[config.mk]
export PLATFORM = sky130hd
export DESIGN_NAME = fifo_rd_ctrl
export DESIGN_NICKNAME = d
export VERILOG_FILES = /design/src/rtl/fifo_rd_ctrl_pkg.sv /design/src/rtl/fifo_rd_ctrl_skid_buf.sv /design/src/rtl/fifo_rd_ctrl.sv
export SDC_FILE = /design/constraint.sdc
export NUM_CORES = 1
export LEC_CHECK = 0
export CAP_MARGIN = 15
export CORE_ASPECT_RATIO = 1.2
export CORE_MARGIN = 2
export CORE_UTILIZATION = 48
export DETAILED_ROUTE_END_ITERATION = 8
export PLACE_DENSITY = 0.77
export SLEW_MARGIN = 20
export SYNTH_ARGS = -nofsm -noshare
export SYNTH_HDL_FRONTEND = slang
export SYNTH_HIERARCHICAL = 1
export SYNTH_SLANG_ARGS = --single-unit
[constraint.sdc]
create_clock -name clk -period 2.7 [get_ports clk]
set_input_delay 0.675 -clock clk [delete_from_list [all_inputs] [get_ports clk]]
set_output_delay 0.675 -clock clk [all_outputs]
set_load 0.1 [all_outputs]
[src/rtl/fifo_rd_ctrl_pkg.sv]
// Shared constants and width helpers for the FIFO read-side controller.
package fifo_rd_ctrl_pkg;

    localparam int unsigned DATA_WIDTH_DEF = 12;
    localparam int unsigned MAX_RD_LATENCY = 3;
    localparam int unsigned MAX_BUF_DEPTH  = 4;

    function automatic int unsigned clog2(input int unsigned value);
        int unsigned r;
        r = 0;
        while ((32'd1 << r) < value) r = r + 1;
        return r;
    endfunction

    // Pointer width for a circular buffer of the given depth (at least 1 bit).
    function automatic int unsigned ptr_width(input int unsigned depth);
        return (depth <= 1) ? 1 : clog2(depth);
    endfunction

    // Width able to hold the values 0..depth inclusive.
    function automatic int unsigned cnt_width(input int unsigned depth);
        return clog2(depth + 1);
    endfunction

endpackage

[src/rtl/fifo_rd_ctrl_skid_buf.sv]
// Circular output buffer: push/pop with registered head data and valid flag.
module rd_skid_buf
    import fifo_rd_ctrl_pkg::*;
#(
    parameter int unsigned DATA_WIDTH = DATA_WIDTH_DEF,
    parameter int unsigned BUF_DEPTH  = 2
) (
    input  logic                              clk,
    input  logic                              Reset,
    input  logic                              push,
    input  logic [DATA_WIDTH-1:0]             push_data,
    input  logic                              pop,
    output logic [cnt_width(BUF_DEPTH)-1:0]   count,
    output logic                              out_valid,
    output logic [DATA_WIDTH-1:0]             out_data
);

    localparam int unsigned PTR_W = ptr_width(BUF_DEPTH);
    localparam int unsigned CNT_W = cnt_width(BUF_DEPTH);
    localparam logic [PTR_W-1:0] LAST_PTR = PTR_W'(BUF_DEPTH - 1);

    logic [DATA_WIDTH-1:0] mem [BUF_DEPTH];
    logic [PTR_W-1:0]      wr_ptr;
    logic [PTR_W-1:0]      rd_ptr;
    logic [CNT_W-1:0]      count_nxt;

    // Explicit wrap so non-power-of-two depths stay correct.
    function automatic logic [PTR_W-1:0] ptr_inc(input logic [PTR_W-1:0] p);
        return (p == LAST_PTR) ? '0 : p + PTR_W'(1);
    endfunction

    assign count_nxt = count + CNT_W'(push) - CNT_W'(pop);

    always_ff @(posedge clk) begin
        if (!Reset) begin
            for (int unsigned i = 0; i < BUF_DEPTH; i++) mem[PTR_W'(i)] <= '0;
            wr_ptr    <= '0;
            rd_ptr    <= '0;
            count     <= '0;
            out_valid <= 1'b0;
        end else begin
            if (push) begin
                mem[wr_ptr] <= push_data;
                wr_ptr      <= ptr_inc(wr_ptr);
            end
            if (pop) rd_ptr <= ptr_inc(rd_ptr);
            count     <= count_nxt;
            out_valid <= (count_nxt != '0);
        end
    end

    assign out_data = mem[rd_ptr];

endmodule

[src/rtl/fifo_rd_ctrl.sv]
// Read-side FIFO controller: credit-checked pops, latency tag pipe, and a
// skid buffer re-presenting FIFO words on a valid/ready stream.
module fifo_rd_ctrl
    import fifo_rd_ctrl_pkg::*;
#(
    parameter int unsigned DATA_WIDTH = DATA_WIDTH_DEF,
    parameter int unsigned RD_LATENCY = 1,
    parameter int unsigned BUF_DEPTH  = 2
) (
    input  logic                  clk,
    input  logic                  Reset,
    input  logic                  Enable,
    input  logic                  FIFO_empty,
    input  logic [DATA_WIDTH-1:0] FIFO_data_out,
    output logic                  read_enable,
    output logic [DATA_WIDTH-1:0] out_data,
    output logic                  out_valid,
    input  logic                  out_ready,
    output logic                  busy
);

    localparam int unsigned CNT_W  = cnt_width(BUF_DEPTH);
    localparam int unsigned CRED_W = cnt_width(BUF_DEPTH + MAX_RD_LATENCY);

    logic [RD_LATENCY-1:0] tag;
    logic [CNT_W-1:0]      buf_count;
    logic [CRED_W-1:0]     inflight;
    logic [CRED_W-1:0]     credit_used;
    logic                  push;
    logic                  pop;

    assign pop  = out_valid & out_ready;
    assign push = tag[RD_LATENCY-1];

    always_comb begin
        inflight = '0;
        for (int unsigned i = 0; i < RD_LATENCY; i++) begin
            inflight = inflight + CRED_W'(tag[i]);
        end
    end

    // The slot freed by this cycle's pop is reusable, which sustains one word
    // per cycle; with out_ready low this reduces to buf_count + inflight.
    assign credit_used = CRED_W'(buf_count) + inflight - CRED_W'(pop);
    assign read_enable = Reset & Enable & ~FIFO_empty
                       & (credit_used < CRED_W'(BUF_DEPTH));

    assign busy = (inflight != '0) | (buf_count != '0);

    // Tag pipe: the oldest bit marks FIFO_data_out as valid this cycle.
    generate
        if (RD_LATENCY == 1) begin : g_tag1
            always_ff @(posedge clk) begin
                if (!Reset) tag <= '0;
                else        tag <= read_enable;
            end
        end else begin : g_tagn
            always_ff @(posedge clk) begin
                if (!Reset) tag <= '0;
                else        tag <= {tag[RD_LATENCY-2:0], read_enable};
            end
        end
    endgenerate

    rd_skid_buf #(
        .DATA_WIDTH (DATA_WIDTH),
        .BUF_DEPTH  (BUF_DEPTH)
    ) u_skid (
        .clk       (clk),
        .Reset     (Reset),
        .push      (push),
        .push_data (FIFO_data_out),
        .pop       (pop),
        .count     (buf_count),
        .out_valid (out_valid),
        .out_data  (out_data)
    );

endmodule

# After elaboration in Yosys (flattened, before gate mapping)
# Memories as Yosys holds them, arrays and structs flattened. A register that Yosys moved wholly into a read port is not among the register bits.
# Index checks and enable logic that the tools add are counted.
[totals]
word_cells = 33
ff_bits = 6
ram_bits = 24
output_inout_bits = 15
inputBits = 17
mem_count = 1
[classes]
n_addsub = 6
reduce_logical = 3
n_lt_le_gt_ge = 1
muxes = 11
bitwise_logic = 6
[mem_list]
columns = ["name", "depth", "width", "read_ports", "rd_clocked_by_memory_dff", "write_ports", "line", "text"]
rows = [
  ["u_skid.mem", 2, 12, 1, 1, 2, "fifo_rd_ctrl_skid_buf.sv:22", "logic [DATA_WIDTH-1:0] mem [BUF_DEPTH];"],
]
[ops]
columns = ["operator", "count"]
rows = [
  ["$mux W12", 1],
  ["$reduce_or A12 Y1", 1],
  ["$mux W1", 10],
  ["$and A1 B1 Y1", 4],
  ["$reduce_bool A2 Y1", 2],
  ["$add A2 B1 Y3", 1],
  ["$lt A3 B2 Y1 const B", 1],
  ["$sub A3 B1 Y3", 1],
  ["$add A1 B1 Y1 const B", 2],
  ["$add A2 B1 Y2", 1],
  ["$sub A2 B1 Y2", 1],
  ["$not A1 Y1", 1],
  ["$or A1 B1 Y1", 1],
]

# Depth between registers and ports, before layout
# Gate-level depths: netlist (run 1).
[depth]
ltp_word = 5
mapped_depth = 6
mapped_depth_nobuf = 6

# Hierarchy
# The synthesis (run 1) kept the hierarchy.
[by_module_without_submodules]
columns = ["module", "area_per_inst_um2", "instances", "cells_per_inst", "seq_area_each_um2"]
rows = [
  ["rd_skid_buf", 1270.0, 1, 101, 840.8],
  ["fifo_rd_ctrl", 100.1, 1, 11, 20.0],
]

# Worst setup path after synthesis (run 1)
# Ideal clock, no wire load.
[synth_path]
path_type = "register to output"
start = "register u_skid.out_valid"
end = "output read_enable"
path_slack_ns = -1.422
arrival_time_ns = 3.447
t_required_ns = 2.025
stages_incl_launch_ff = 7
path_buffers = 0
cell_sequence = "dfxtp_1 > and2_1 > ha_1 > nand2b_1 > fa_1 > nand4b_1 > nor2_1"
[synth_between]
elab_chain_cells = 4
[synth_rtl]
columns = ["element", "line", "text"]
rows = [
  ["start: declaration", "fifo_rd_ctrl_skid_buf.sv:14", "output logic out_valid,"],
  ["start signal: assignment", "fifo_rd_ctrl_skid_buf.sv:48", "out_valid <= (count_nxt != '0);"],
  ["$and A1 B1 Y1", "fifo_rd_ctrl.sv:32", "assign pop = out_valid & out_ready;"],
  ["net pop", "fifo_rd_ctrl.sv:30", "logic pop;"],
  ["$sub A3 B1 Y3", "fifo_rd_ctrl.sv:44", "assign credit_used = CRED_W'(buf_count) + inflight - CRED_W'(pop);"],
  ["$lt A3 B2 Y1", "fifo_rd_ctrl.sv:46", "& (credit_used < CRED_W'(BUF_DEPTH));"],
  ["$and A1 B1 Y1", "fifo_rd_ctrl.sv:46", ""],
  ["end: declaration", "fifo_rd_ctrl.sv:15", "output logic read_enable,"],
]
# The timed path passes the listed nets, and every way through them passes these cells.

# Final worst setup path (run 1)
[layout_path]
start = "input out_ready"
end = "output read_enable"
[layout_between]
elab_chain_cells = 4
[layout_rtl]
columns = ["element", "line", "text"]
rows = [
  ["start: declaration", "fifo_rd_ctrl.sv:18", "input logic out_ready,"],
  ["$and A1 B1 Y1", "fifo_rd_ctrl.sv:32", ""],
  ["net pop", "fifo_rd_ctrl.sv:30", ""],
  ["$sub A3 B1 Y3", "fifo_rd_ctrl.sv:44", ""],
  ["$lt A3 B2 Y1", "fifo_rd_ctrl.sv:46", ""],
  ["$and A1 B1 Y1", "fifo_rd_ctrl.sv:46", ""],
]
# The timed path passes the listed nets, and every way through them passes these cells.

==> metrics.txt, run 1 <==
outcome complete, but fails checks; failing checks setup timing; CP Cell Sequence buf_6 > and2_4 > ha_4 > nand2b_4 > fa_1 > nand4b_1 > nor2_4 > buf_12; Worst Path Required 2.03 ns; DRC violations left 0; Final Cycle Share 106.4%; Clock Tree Root clkbuf_4; commonest non-fill, non-tap cell in the layout nor2_1; number of global-route vias before repair 1061; initial DRC count 13; clock latency on the worst-skew pair roughly 0.33 ns; Die ar. 0.003299 sq mm; worst reg-to-reg path cell count 16; FF+latch count, synth 31; Leak Pwr 0.8227 nW; setup ws final -0.1727 ns; Antenna Cells 0; total power 1.719 mW; setup_tns -0.2616 ns; HPWL Detailed 1.850 mm; YS warnings 6; FMAX about 0.35 GHz; max-slew violations 0; Final Hold Vio Count 0; Synthesized Nets 133; Non-Filler Instances 192; Unique masters post-synth 19; critical path's slowest cell fa_1; MaxCap Viol Count 0; Post-Syn Instances 112; mean number of vias per cell 5.198; total gr overflow 0; Buffers on Ports 31; fin nets between 150 and 200; placement row count 21; final setup vio count 2; Setup crit end kind output port; Clk pin slew, worst setup/hold paths 0.09 ns; CP startpoint kind input pin; pre-CTS WS -0.5408 ns; Hold Path Depth 2; Initial Util 49.66%; worst slew pin tran 0.5586 ns; layout cell share with drive strength beyond 1 34.18%; post-route ant nets 0; CTS tree built; Ports 32; slowest stage delay, CP between 0.4 and 0.5 ns; largest net degree at the start of global routing 21; DR vias roughly 1000; Arr. time, crit path 2.20 ns; initial antenna violation count 0; Crit Path Category input pin to output port; DP Cell Count 174; post-synthesis sequential area ratio ~63%; first-pass GRT wire length 4.505 mm; RSZ-0062 raised after global routing yes; clock buffer depth 2; Final Wtd Congestion 0.6899; Die Y 62.53 microns; Routed wire per std cell 14.17 microns; Clock Skew around 0.0053 ns; Sink Count 31; Pre-Repair DR Iteration Count 4; maximum VDD drop 0.6338 mV; Core Box Area 0.002759 sq mm; CTS HTree Levels 2; Mapped Avg Cell Area 12.23 sq um; most frequent cells in the layout nor2_1, edfxtp_1, clkdlybuf4s50_1, nand2_1, buf_12; min cycle time layout 2.873 ns; TritonCTS Buffers 5; PwrDens between 800 and 900 mW/mm^2; overall routed net length around 2.7 mm; maximum fanout along the worst path 2; final instance area 0.002026 sq mm; final core occ 73.42%; Hold WS between 0.5 and 0.6 ns; type of the most critical hold path flop to flop; GR Util All Layers 19.34%; DIE WIDTH between 50 and 60 microns; Area Growth Syn to Fin 47.85%; Max transition margin 62.71%; area post-placement 0.001869 sq mm; post-synthesis cell area 0.001370 sq mm
-- final cells by class --
type | instances | area [sq um]
clock inverter | 3 | 15.01
timing repair buffer | 43 | 553.0
clock buffer | 5 | 37.54
sequential | 31 | 865.8
fill | 178 | 733.2
inverter | 4 | 15.01
tap | 34 | 42.54
multi-input combinational | 72 | 496.7
-- where the power goes --
group	internal [mW]	switching, mW
sequential	0.576	0.0439
clock	0.0966	0.152
combinational	0.315	0.536
-- registers in the layout (all words and copies together) (netlist names), named ones only --
| signal | flops |
|---|---|
| u_skid/mem | 24 |
| push | 1 |
| u_skid/wr_ptr | 1 |
| u_skid/rd_ptr | 1 |
| u_skid/out_valid | 1 |
| u_skid/count | 2 |
-- worst paths after layout --
check / slack (ns) / endpoint / startpoint
setup / recovery: -0.17 / read_enable / out_ready
hold / removal: 0.56 / u_skid/wr_ptr / u_skid/wr_ptr
setup reg to reg: -0.03 / push / u_skid/out_valid
hold reg to reg: 0.56 / u_skid/wr_ptr / u_skid/wr_ptr
-- cells in the mapped netlist (all sizes together) --
master,count,share of area [%]
inv,4,1.1
nand2b,3,1.4
a21boi,2,1.1
nand4b,1,0.64
and2,4,1.8
edfxtp,24,53
xnor3,1,1.6
nand2,15,4.1
mux2,12,9.9
nor2,26,7.1
or3,1,0.46
buf,5,2.0
xor2,2,1.3
ha,3,2.7
dfxtp,7,10
nor2b,1,0.46
fa,1,1.5
-- layer usage --
metal | share of wire [%] | global-route usage [%]
met2 | 54 | 32.50
met4 | 3.5 | 10.90
met5 | 0 | 0
met1 | 35 | 19.74
met3 | 7.3 | 7.416
-- timing repair --
item | CTS | global route
hold buffers | 0 | 0
buffers inserted | 9 | 1
setup endpoints to repair | 1 | 2
pin swaps | 5 | 3
resized for setup | 11 | 1
-- cell families after synthesis --
| logic type | after synthesis | synth area share (%) |
|---|---|---|
| buffers and inverters | 9 | 3.105 |
| flip-flops | 31 | 62.83 |
| AO/OA/AOI/OAI | 2 | 1.096 |
| adder cells (fa/ha/maj) | 4 | 4.201 |
| AND/OR/NAND/NOR | 51 | 15.98 |
| multiplexers | 12 | 9.863 |
| XOR/XNOR | 3 | 2.922 |
-- critical path, delay by kind of cell --
kind / cells / cell delay [ns]
adders and majority gates: 2 / 0.68
buffers and inverters: 2 / 0.27
and+or+nand+nor: 4 / 0.57
Power figures use the tool's default switching activity.
==> run 2, diff against run 1 <==
--- a/config.mk
+++ b/config.mk
@@ -8,11 +8,11 @@
 export CAP_MARGIN = 15
 export CORE_ASPECT_RATIO = 1.2
 export CORE_MARGIN = 2
-export CORE_UTILIZATION = 48
+export CORE_UTILIZATION = 49
 export DETAILED_ROUTE_END_ITERATION = 8
-export PLACE_DENSITY = 0.77
+export HOLD_SLACK_MARGIN = 0.06
+export PLACE_DENSITY = 0.78
 export SLEW_MARGIN = 20
 export SYNTH_ARGS = -nofsm -noshare
 export SYNTH_HDL_FRONTEND = slang
-export SYNTH_HIERARCHICAL = 1
 export SYNTH_SLANG_ARGS = --single-unit
==> metrics.txt, run 2 <==
Synth area leaders edfxtp_1, mux2_4, dfxtp_1, nor2_1, nand2_1; Worst Path Required 2.03 ns (about the same); failing checks setup timing; GR Util All Layers 17.92% (-1.4 points); Leak Pwr 0.7474 nW (-9.2%); worst slew pin tran 0.7201 ns (+0.1614 ns); list of most frequent post-synthesis cells edfxtp_1, nor2_1, nand2_1, mux2_4, dfxtp_1; Final Cycle Share 110.4% (+4.0 points); Initial Util 50.61% (+0.95 points); CTS HTree Levels 2 (unchanged); post-route ant nets 0 (unchanged); Clock Skew 0.006060 ns (+0.0007730 ns); final setup vio count 1 (-1); Buffers on Ports 31 (unchanged); DR vias 923 (-7.5%); Setup crit end kind output port; initial DRC count 16 (+3); Ports 32 (unchanged); min cycle time layout 2.981 ns (+0.1082 ns); area post-placement 0.001899 sq mm (+1.6%); HPWL Detailed 1.729 mm (-6.5%); CTS tree built; delay-heaviest family, CP adder cells; Post-Syn Instances 110 (-1.8%); DRC violations left 0 (unchanged); total power 1.761 mW (+2.4%); slowest stage delay, CP 0.45 ns (-0.03 ns); Largest regs u_skid.mem x24, u_skid.count x2; Routed wire per std cell 13.66 microns (-3.6%); Synthesized Nets 130 (-2.3%); Arr. time, crit path 2.31 ns (+0.11 ns); CP Cell Sequence buf_6 > and2_4 > ha_4 > inv_2 > ha_4 > fa_2 > nor4_4 > buf_12; CTS Hold Bufs 0 (unchanged); Final Wtd Congestion 0.6790 (-1.6%); placement row count 21 (unchanged); DIE WIDTH 52.73 microns (about the same); postcts setup bufs 0 (-9); post-synthesis cell area 0.001396 sq mm (+1.9%); Reg with most FFs u_skid.mem; critical path's slowest cell fa_2; Clock Tree Root clkbuf_4; Unique masters post-synth 23 (+4); number of global-route vias before repair 1001 (-5.7%); max-slew violations 0 (unchanged); top cell type's share of synthesized area 51.61% (-0.99 points); total gr overflow 0 (unchanged); Final Hold Vio Count 0 (unchanged); ys async rst share 0% (unchanged); first-pass GRT wire length 4.181 mm (-7.2%); Sink Count 31 (unchanged); Pre-Repair DR Iteration Count 4 (unchanged); Area Growth Syn to Fin 39.70%; type of the most critical hold path flop to flop; biggest area consumer among synthesized cells edfxtp_1; Clk pin slew, worst setup/hold paths 0.09 ns (about the same); FF+latch count, synth 31 (unchanged); outcome complete, but fails checks; pre-CTS WS -0.6940 ns (-0.1532 ns); PwrDens 902.6 mW/mm^2 (+6.4%); Critical Path Most Common Cell ha_4; Top FF cell, synth edfxtp_1; Post-synth EDFFs 24 (unchanged); Die Y 62.48 microns (about the same); Fillers 208 (+17%); Max transition margin 51.93% (-11 points); maximum fanout along the worst path 2 (unchanged); Crit Path Category input pin to output port; final instance area 0.001951 sq mm (-3.7%); CP startpoint kind input pin; fin nets 166 (-6.7%); max reg flops 24 (unchanged); post-synthesis sequential area ratio 61.65% (-1.2 points); RSZ-0062 raised after global routing yes; clock buffer depth 2 (unchanged); Die ar. 0.003294 sq mm (-0.16%); FMAX 0.3355 GHz (-3.6%); Antenna Cells 0 (unchanged); Core Box Area 0.002759 sq mm (unchanged); Crit path buffers/inverters 3 (+1); overall routed net length 2.472 mm (-9.2%); most frequent cells in the layout nor2_1, edfxtp_1, nand2_1; setup ws final -0.2809 ns (-0.1082 ns); layout cell share with drive strength beyond 1 31.29% (-2.9 points); TritonCTS Buffers 5 (unchanged); mean number of vias per cell 5.099 (-1.9%); largest net degree at the start of global routing 21 (unchanged); initial antenna violation count 0 (unchanged); maximum VDD drop 0.7082 mV (+12%); Mapped Avg Cell Area 12.69 sq um (+3.8%); YS warnings 0 (-6); MaxCap Viol Count 0 (unchanged); clock latency on the worst-skew pair 0.33 ns (about the same)
run 2: changes by cell type after synthesis, moves of 2 or more:
| cell | previous run | this run |
|---|---|---|
| nor2_1 | 26 | 24 |
| nand2b_1 | 3 | 1 |
| nor4_1 | 0 | 2 |
| buf_6 | 0 | 3 |
| mux2_2 | 12 | 2 |
| mux2_4 | 0 | 10 |
| xor2_1 | 2 | 0 |
| buf_2 | 4 | 1 |
| o21ai_0 | 0 | 2 |
run 2: kinds of logic after synthesis:
logic type / Yosys count / share of synthesized area [%]
AND/OR/NAND/NOR: 50 / 15.95
AO/OA/AOI/OAI: 4 / 1.793
buffers and inverters: 9 / 4.390
multiplexers: 12 / 12.37
flip-flops: 31 / 61.65
adder cells (fa/ha/maj): 3 / 3.226
XOR/XNOR: 1 / 0.6274
run 2: path summary, 6_finish.rpt:
path / from / end / slack [ns] / depth (start not counted)
min reg2reg: u_skid.rd_ptr / flop / 0.50 / 2
max: out_ready / read_enable / -0.28 / 8
min: u_skid.rd_ptr / flop / 0.50 / 2
max reg2reg: u_skid.out_valid / push / 0.83 / 7
run 2: worst min-delay path: stages (launching register included):
cell and delay [ns]:
dfxtp_1 0.32, nand2_1 0.07, o21ai_0 0.07
run 2: timing repair:
item	CTS	global route
setup endpoints to repair	1	1
resized for setup	5	0
pin swaps	4	0
run 2: metal layers:
metal  vias to the layer above  share of wire (%)  global-route usage (%)
met5                         -                  0                       0
met4                         0                2.8                   10.58
met3                         7                6.8                   7.895
met2                        36                 55                   29.53
met1                       434                 36                   17.94
li1                        446                  -                       -
run 2: report_power, final:
part	switching [mW]	leakage (nW)	internal (mW)
Combinational	0.560	0.411	0.327
Sequential	0.0440	0.307	0.579
Clock	0.149	0.0293	0.101
run 2: final cells by class:
cell class / instances / area, sq um / share of cell area (%)
Clock buffer: 7 / 45.04 / 2.309
Clock inverter: 1 / 5.005 / 0.2566
Inverter: 4 / 15.01 / 0.7697
Multi-Input combinational cell: 70 / 519.2 / 26.62
Sequential cell: 31 / 864.6 / 44.32
Tap cell: 34 / 42.54 / 2.181
Timing Repair Buffer: 34 / 459.2 / 23.54
run 2: stage by stage:
| stage | util, % | instances | hold WS, ns | TNS [ns] |
|---|---|---|---|---|
| after global placement | 68.84 | 173 | 0.4728 | -0.6806 |
| after global routing | 70.70 | 181 | 0.5351 | -0.3296 |
| after CTS | 70.70 | 181 | 0.5012 | -0.2926 |
| final | 70.70 | 181 | 0.5048 | -0.2809 |
| after detailed placement | 68.84 | 173 | 0.4841 | -0.6940 |
| after floorplan | - | 110 | 0.4474 | -0.8129 |
==> run 3, diff against run 2 <==
==> constraint.sdc (replaced) <==
create_clock -name clk -period 2.7 [get_ports clk]
set_input_delay 0.405 -clock clk [delete_from_list [all_inputs] [get_ports clk]]
set_output_delay 0.405 -clock clk [all_outputs]
set_load 0.1 [all_outputs]
==> metrics.txt, run 3 (synthesized netlist as in run 2, its figures left out) <==
outcome finished clean; Max transition margin 52.26% (+0.33 points); mean number of vias per cell 5.083 (-0.33%); fin nets 166 (unchanged); Die Y 62.48 microns (unchanged); overall routed net length 2.503 mm (+1.3%); initial antenna violation count 0 (unchanged); CTS HTree Levels 2 (unchanged); Buffers on Ports 31 (unchanged); Core Box Area 0.002759 sq mm (unchanged); Fillers 212 (+1.9%); Initial Util 50.61% (unchanged); number of global-route vias before repair 1012 (+1.1%); CTS tree built; Final Cycle Share 96.98% (-13 points); most frequent cells in the layout nor2_1, edfxtp_1, buf_4; clock buffer depth 2 (unchanged); PwrDens 957.4 mW/mm^2 (+6.1%); min cycle time layout 2.618 ns (-0.3624 ns); Pre-Repair DR Iteration Count 4 (unchanged); largest net degree at the start of global routing 21 (unchanged); final setup vio count 0 (-1); RSZ-0062 raised after global routing yes; Clk pin slew, worst setup/hold paths 0.08 ns (about the same); max-slew violations 0 (unchanged); initial DRC count 16 (unchanged); Reg with most FFs u_skid.mem; DR vias 920 (-0.33%); multi-input logic area 519.2 sq um (unchanged); Ports 32 (unchanged); DIE WIDTH 52.73 microns (unchanged); Final Hold Vio Count 0 (unchanged); TritonCTS Buffers 5 (unchanged); Routed wire per std cell 13.83 microns (+1.3%); final core occ 66.08% (-4.6 points); Clock Skew 0.008088 ns (+0.002028 ns); total gr overflow 0 (unchanged); DRC violations left 0 (unchanged); maximum fanout along the worst path 3 (+1); post-route ant nets 0 (unchanged); Sink Count 31 (unchanged); FMAX 0.3819 GHz (+14%); Antenna Cells 0 (unchanged); pre-CTS WS -0.1744 ns (+0.5196 ns); postcts setup bufs 0 (unchanged); placement row count 21 (unchanged); total power 1.745 mW (-0.87%); Setup crit end kind output port; setup_tns 0 ns (+0.2809 ns); flip-flop and latch area 864.6 sq um (unchanged); CTS Hold Bufs 0 (unchanged); type of the most critical hold path flop to flop; CP startpoint kind flop; Arr. time, crit path 2.21 ns (-0.10 ns); layout cell share with drive strength beyond 1 30.61% (-0.68 points); DP Cell Count 173 (unchanged); Crit Path Category flop to output port; setup ws final 0.08157 ns (+0.3624 ns); Clock Tree Root clkbuf_4; Worst Path Required 2.30 ns (+0.27 ns); GR Util All Layers 18.37% (+0.45 points); maximum VDD drop 0.8334 mV (+18%); clock latency on the worst-skew pair 0.33 ns (about the same); Non-Filler Instances 181 (unchanged); MaxCap Viol Count 0 (unchanged); max reg flops 24 (unchanged); Area Growth Syn to Fin 30.56%; Final Wtd Congestion 0.6452 (-5.0%); Largest regs u_skid.mem x24, u_skid.count x2; Die ar. 0.003294 sq mm (unchanged); Leak Pwr 0.7100 nW (-5.0%); first-pass GRT wire length 4.271 mm (+2.2%); HPWL Detailed 1.820 mm (+5.3%); worst slew pin tran 0.7152 ns (-0.004895 ns)
==> run 3: changes by cell type in the layout (fill, tap and decap cells not counted), sizes merged <==
cell         previous run  this run
bufinv                  0         1
buf                    19        18
dlygate4sd2             0         1
clkinv                  1         0
==> run 3: timing repair <==
action | CTS | global route
setup endpoints to repair | 1 | 1
pin swaps | 3 | 0
resized for setup | 1 | 0
==> run 3: cell type report <==
cell class                      count  share of cell area [%]
Sequential cell                    31                   47.43
Multi-Input combinational cell     70                   28.48
Timing Repair Buffer               34                   16.82
Clock buffer                        7                   2.471
Tap cell                           34                   2.334
Clock inverter                      1                   1.647
Inverter                            4                  0.8236
==> run 3: metrics by stage <==
stage          instance area [sq um]  hold WS (ns)
3_3_place_gp                    1749        0.4665
4_1_cts                         1823        0.4858
3_5_place_dp                    1749        0.4727
5_1_grt                         1823        0.5308
2_1_floorplan                   1445        0.4474
6_report                        1823        0.4847
==> run 3: worst max-delay path, stage by stage (launching register included) <==
cell and delay, ns:
dfxtp_4 0.35, and2_4 0.16, ha_4 0.26, inv_2 0.03, ha_4 0.14, fa_2 0.45, nor4_4 0.27, buf_12 0.21
==> run 3: power breakdown <==
group	total [mW]	internal [mW]	switching, mW
clock	0.341	0.196	0.145
sequential	0.625	0.580	0.0451
combinational	0.779	0.241	0.538
==> run 3: final timing paths <==
check | start | endpoint | slack [ns] | cells after the start
max reg2reg | u_skid.out_valid | push | 0.77 | 7
max | u_skid.out_valid | read_enable | 0.08 | 7
min | u_skid.rd_ptr | flop | 0.48 | 2
min reg2reg | u_skid.rd_ptr | flop | 0.48 | 2
==> run 3: routing by layer <==
metal	share of wire [%]	vias up	routed length [microns]	global-route usage [%]
met2	56	34	1397	31.25
met1	34	427	841	17.83
met3	6.7	10	167	6.699
met5	0	-	0	0
li1	-	449	-	-
met4	3.9	0	97	11.86
